File: src/rtl/adc_osr_decimator.sv
// adc_osr_decimator: sums 4^k SAR results per window and returns a left-aligned average through a valid/ready register
module adc_osr_decimator #(
   parameter int INPUT_BITS  = 12,
   parameter int OUTPUT_BITS = 16
) (
   input  logic                   clk,
   input  logic                   rst_n,
   input  logic [INPUT_BITS-1:0]  data_in,
   input  logic                   data_valid_in,
   input  logic [2:0]             osr_mode_in,
   input  logic                   clear_in,
   input  logic                   result_ready_in,
   output logic [OUTPUT_BITS-1:0] result_out,
   output logic                   result_valid_out,
   output logic                   overrun_out,
   output logic                   busy_out
);
   localparam int ACC_W = INPUT_BITS + 8;
   typedef enum logic {IDLE, ACCUM} state_t;
   state_t state, state_nx;
   logic strobe_d, accept, done;
   logic [2:0] k_q, k_in, k_use;
   logic [ACC_W-1:0] acc, acc_sum;
   logic [8:0] cnt;
   assign accept = data_valid_in & ~strobe_d;
   assign k_in = osr_mode_in > 3'd4 ? 3'd0 : osr_mode_in;
   assign k_use = state == IDLE ? k_in : k_q;
   assign acc_sum = acc + ACC_W'(data_in);
   assign done = accept & (state == IDLE ? k_in == 3'd0 : cnt + 9'd1 == 9'd1 << {k_q, 1'b0});
   // state register
   always_ff @(posedge clk or negedge rst_n)
      if (!rst_n) state <= IDLE;
      else state <= state_nx;
   // next state: a completed window or a clear always returns to IDLE
   always_comb begin
      state_nx = state;
      if (clear_in) state_nx = IDLE;
      else if (accept) state_nx = done ? IDLE : ACCUM;
   end
   // output decode
   always_comb busy_out = state == ACCUM;
   // edge detector so a strobe held high counts as one conversion
   always_ff @(posedge clk or negedge rst_n)
      if (!rst_n) strobe_d <= 1'b0;
      else strobe_d <= data_valid_in;
   // window accumulator, sample counter and the ratio latched at window start
   always_ff @(posedge clk or negedge rst_n)
      if (!rst_n) begin
         acc <= '0;
         cnt <= '0;
         k_q <= '0;
      end else if (clear_in) begin
         acc <= '0;
         cnt <= '0;
      end else if (accept) begin
         acc <= done ? '0 : acc_sum;
         cnt <= done ? '0 : cnt + 9'd1;
         if (state == IDLE) k_q <= k_in;
      end
   // output register: average is acc>>k left-aligned by 4-k; overwriting an unread result flags overrun
   always_ff @(posedge clk or negedge rst_n)
      if (!rst_n) begin
         result_out <= '0;
         result_valid_out <= 1'b0;
         overrun_out <= 1'b0;
      end else if (clear_in) begin
         result_out <= '0;
         result_valid_out <= 1'b0;
         overrun_out <= 1'b0;
      end else if (done) begin
         result_out <= OUTPUT_BITS'((acc_sum >> k_use) << (3'd4 - k_use));
         result_valid_out <= 1'b1;
         if (result_valid_out & ~result_ready_in) overrun_out <= 1'b1;
      end else if (result_ready_in) result_valid_out <= 1'b0;
endmodule

File: config.mk
export PLATFORM = sky130hd
export DESIGN_NAME = adc_osr_decimator
export DESIGN_NICKNAME = d
export VERILOG_FILES = /design/src/rtl/adc_osr_decimator.sv
export SDC_FILE = /design/constraint.sdc
export NUM_CORES = 1
export LEC_CHECK = 0
export ABC_CLOCK_PERIOD_IN_PS = 4700
export CORE_MARGIN = 4
export CORE_UTILIZATION = 57
export CTS_CLUSTER_DIAMETER = 30
export CTS_CLUSTER_SIZE = 25
export DETAILED_ROUTE_END_ITERATION = 7
export PLACE_DENSITY = 0.9
export SYNTH_ARGS = -nofsm -noshare
export SYNTH_HDL_FRONTEND = slang
export SYNTH_SLANG_ARGS = --single-unit
export TNS_END_PERCENT = 5
File: constraint.sdc
create_clock -name clk -period 4.7 [get_ports clk]
set_clock_uncertainty 0.15 [all_clocks]
set_input_delay 0.94 -clock clk [delete_from_list [all_inputs] [get_ports clk]]
set_output_delay 0.94 -clock clk [all_outputs]
set_load 0.01 [all_outputs]
==> run summary <==
Status - completed
Syn Std Cell Area - 4566 sq um
PD cells - 273.0 nW/um^2
Final #Nets - 635
Number of vias in the routed layout - 4,791
Startpoint class of the critical path - input pin
Post-CTS Setup Bufs - 0
Final Power - 1.396 mW
DP Worst Slack - 0.1529 ns
Largest net degree at the start of global routing - 53
Share of cells above drive strength 1 - 8.319%
Worst hold path type - flop to flop
Hold_buf cts - 0
CTS Buffer Depth - 2
Library cells used by synthesis - 76
VDD IR max - 145.1 uV
First-pass detailed-route iteration total - 5
Slew @ Worst Pin - 0.9936 ns
Crit end category - flop
Worst setup margin - 0.4171 ns
DR DRC count - 0
Die Span Y - 97.50 um
Layout area overhead - 12.03%
Max-Cap Viols - 0
Post-synthesis sequential element count - 52
Final design instance area without fill - 5115 sq um
Fin. max-slew vios - 0
Inserted Diodes - 0
WL/cell - 19.50 um
Sequential fraction of the synthesis area - 28.50%
Worst path required time - 4.82 ns
Post-DRT Antenna Nets - 0
Grt total ovfl - 0
Initial antenna violation count - 0
Crit path kind - input pin to flop
Root Buffer - clkbuf_8
Number of I/O pins - 39
Initial DRC Count - 555
Pleak - 2.089 nW
Placed cells - 695
Hold Vio Cnt, Final - 0
Top post-synthesis cells by area - dfrtp_1, nand2_1, o21ai_0, nor2_1, xnor2_1
Number of synthesis warnings - 0
Most used DFF post-synth - dfrtp_1
Row count - 32
Count of final setup violators - 0
Final Util - 65.85%
Max Fclk - 233.5 MHz
Fillers - 658
Critical Path, Cell by Cell - clkdlybuf4s50_1 -> ha_1 -> fa_1 -> buf_4 -> nand4_4 -> nor4_4 -> nor3_1 -> a211oi_1 -> o22ai_1 -> a21oi_1 -> o32a_1 -> nor2_1 -> a311oi_1 -> a211o_1
GRT Overall Usage - 28.72%
H-tree level count - 2
Vias in the first global route - 4,540
Post-DP HPWL - 9.977 mm
IO Port Bufs - 38
First-pass GRT wire length - 22.74 mm
Setup_tns - 0 ns
Ys async rst share - 100.0%
Worst skew pair latency - 0.33 ns
Rel. slew slack - 33.51%
Non-Filler Instances - 703
Hold WS - 0.3460 ns
TritonCTS clock tree - built
CP max FO - 4
CTS buffer count - 5
Worst EP arrival - 4.41 ns
Avg Cell Area, Syn - 7.940 sq um
R2r setup slk - 0.97 ns
Clk sinks - 52
Via-per-instance ratio - 6.815
Die width - 97.50 um
CORE AREA - 7767 sq um
Initial Utilization - 58.78%
Crit-path max cell delay - 0.66 ns
Die Area - 9505 sq um
Period utilization - 91.13%
Post-cts sizing count - 0
Number of synthesized flops with an enable pin - 0
Share of Yosys cell area claimed by the top area cell type - 28.50%
WL final - 13.71 mm
RSZ-0062 raised after global routing - false
Synth area leader - dfrtp_1
CP max stage cell - a211oi_1
Clk slew on worst S/H paths - 0.11 ns
RePlAce Congestion - 1.026
Synth Net Count - 610
Post-Syn Instances - 575
Placed cell areas - 5000 sq um
Tmin final - 4.283 ns
cell type report:
type	instances	area (sq um)	share of cell area [%]
inverters	8	30.03	0.5871
clock inverters	3	46.29	0.9051
multi-input cells	477	3030	59.25
well taps	102	127.6	2.495
repair buffers	56	510.5	9.980
clock buffers	5	68.82	1.345
flip-flops and latches	52	1301	25.44
where the power goes:
part	internal (mW)	switching [mW]
registers	0.469	0.0242
logic	0.212	0.355
clock network	0.161	0.175
total	0.843	0.554
state kept, by name, summed over array words and instances (netlist names):
signal	cells
acc	20
result_out	16
cnt	9
k_q	3
busy_out	1
overrun_out	1
result_valid_out	1
strobe_d	1
worst paths after layout:
path | start | endpoint | depth (start not counted)
max in group asynchronous | rst_n | acc[0] | 2
worst min-delay path | acc[7] | acc[7] | 2
worst min register to register | acc[7] | acc[7] | 2
worst max-delay path | data_in[0] | result_out[6] | 14
worst max register to register | cnt[0] | cnt[5] | 11
min in group asynchronous | rst_n | cnt[4] | 2
cell usage after synthesis, types with 4 or more instances:
cell type	instances
mux2i_1	10
a31oi_1	6
nor3b_1	4
buf_4	10
o32ai_1	4
a221oi_1	5
ha_1	14
and3_1	6
o221ai_1	5
and2_1	6
nand2_1	78
clkbuf_1	13
a21o_1	9
inv_1	7
o21ai_1	5
or3_1	5
xor2_1	6
a21oi_1	31
nor4_1	5
o21ai_0	46
a22o_1	9
nor2_1	57
buf_2	12
o31ai_1	5
a2bb2oi_1	4
a211oi_1	12
a22oi_1	5
o211ai_1	4
nor3_1	20
dfrtp_1	52
nand3_1	14
o22ai_1	7
nor2b_1	4
nand4_1	10
xnor2_1	22
layer usage:
layer / share of wire, % / GRT usage [%]
met1: 43 / 39.39
met4: 3.6 / 9.904
met2: 45 / 45.60
met5: 0 / 0
met3: 8.4 / 5.169
placed cells by master, fill, tap and decap left out, types with 5 or more instances in the layout:
cell and n:
nand3_1 14, and2_1 6, a21oi_1 31, nand2_1 78
clkdlybuf4s50_1 37, clkbuf_8 5, o21ai_0 46, xor2_1 6
o22ai_1 7, o221ai_1 5, nor2_1 57, a22o_1 9
mux2i_1 10, a211oi_1 12, a22oi_1 5, ha_1 14
xnor2_1 22, nor3_1 20, nand4_1 10, dfrtp_1 52
a221oi_1 5, a21o_1 9, a31oi_1 6, or3_1 5
o21ai_1 5, o31ai_1 5, nor4_1 5, inv_1 7
and3_1 6, buf_4 18
critical path, delay by kind of cell:
kind	cells	cell delay, ns
AO/OA/AOI/OAI	6	1.83
adder cells (fa/ha/maj)	2	0.45
buffers and inverters	2	0.60
AND/OR/NAND/NOR	4	0.58
kinds of logic after synthesis:
logic type / count (synthesis) / share of synthesized area, %
AOI/OAI and AO/OA: 193 / 29.65
xor gates and xnor gates: 28 / 5.371
adders and majority gates: 15 / 4.275
buffers and inverters: 46 / 5.125
DFF: 52 / 28.50
muxes: 12 / 2.686
and+or+nand+nor: 229 / 24.39
(Power assumes the default switching activity.)
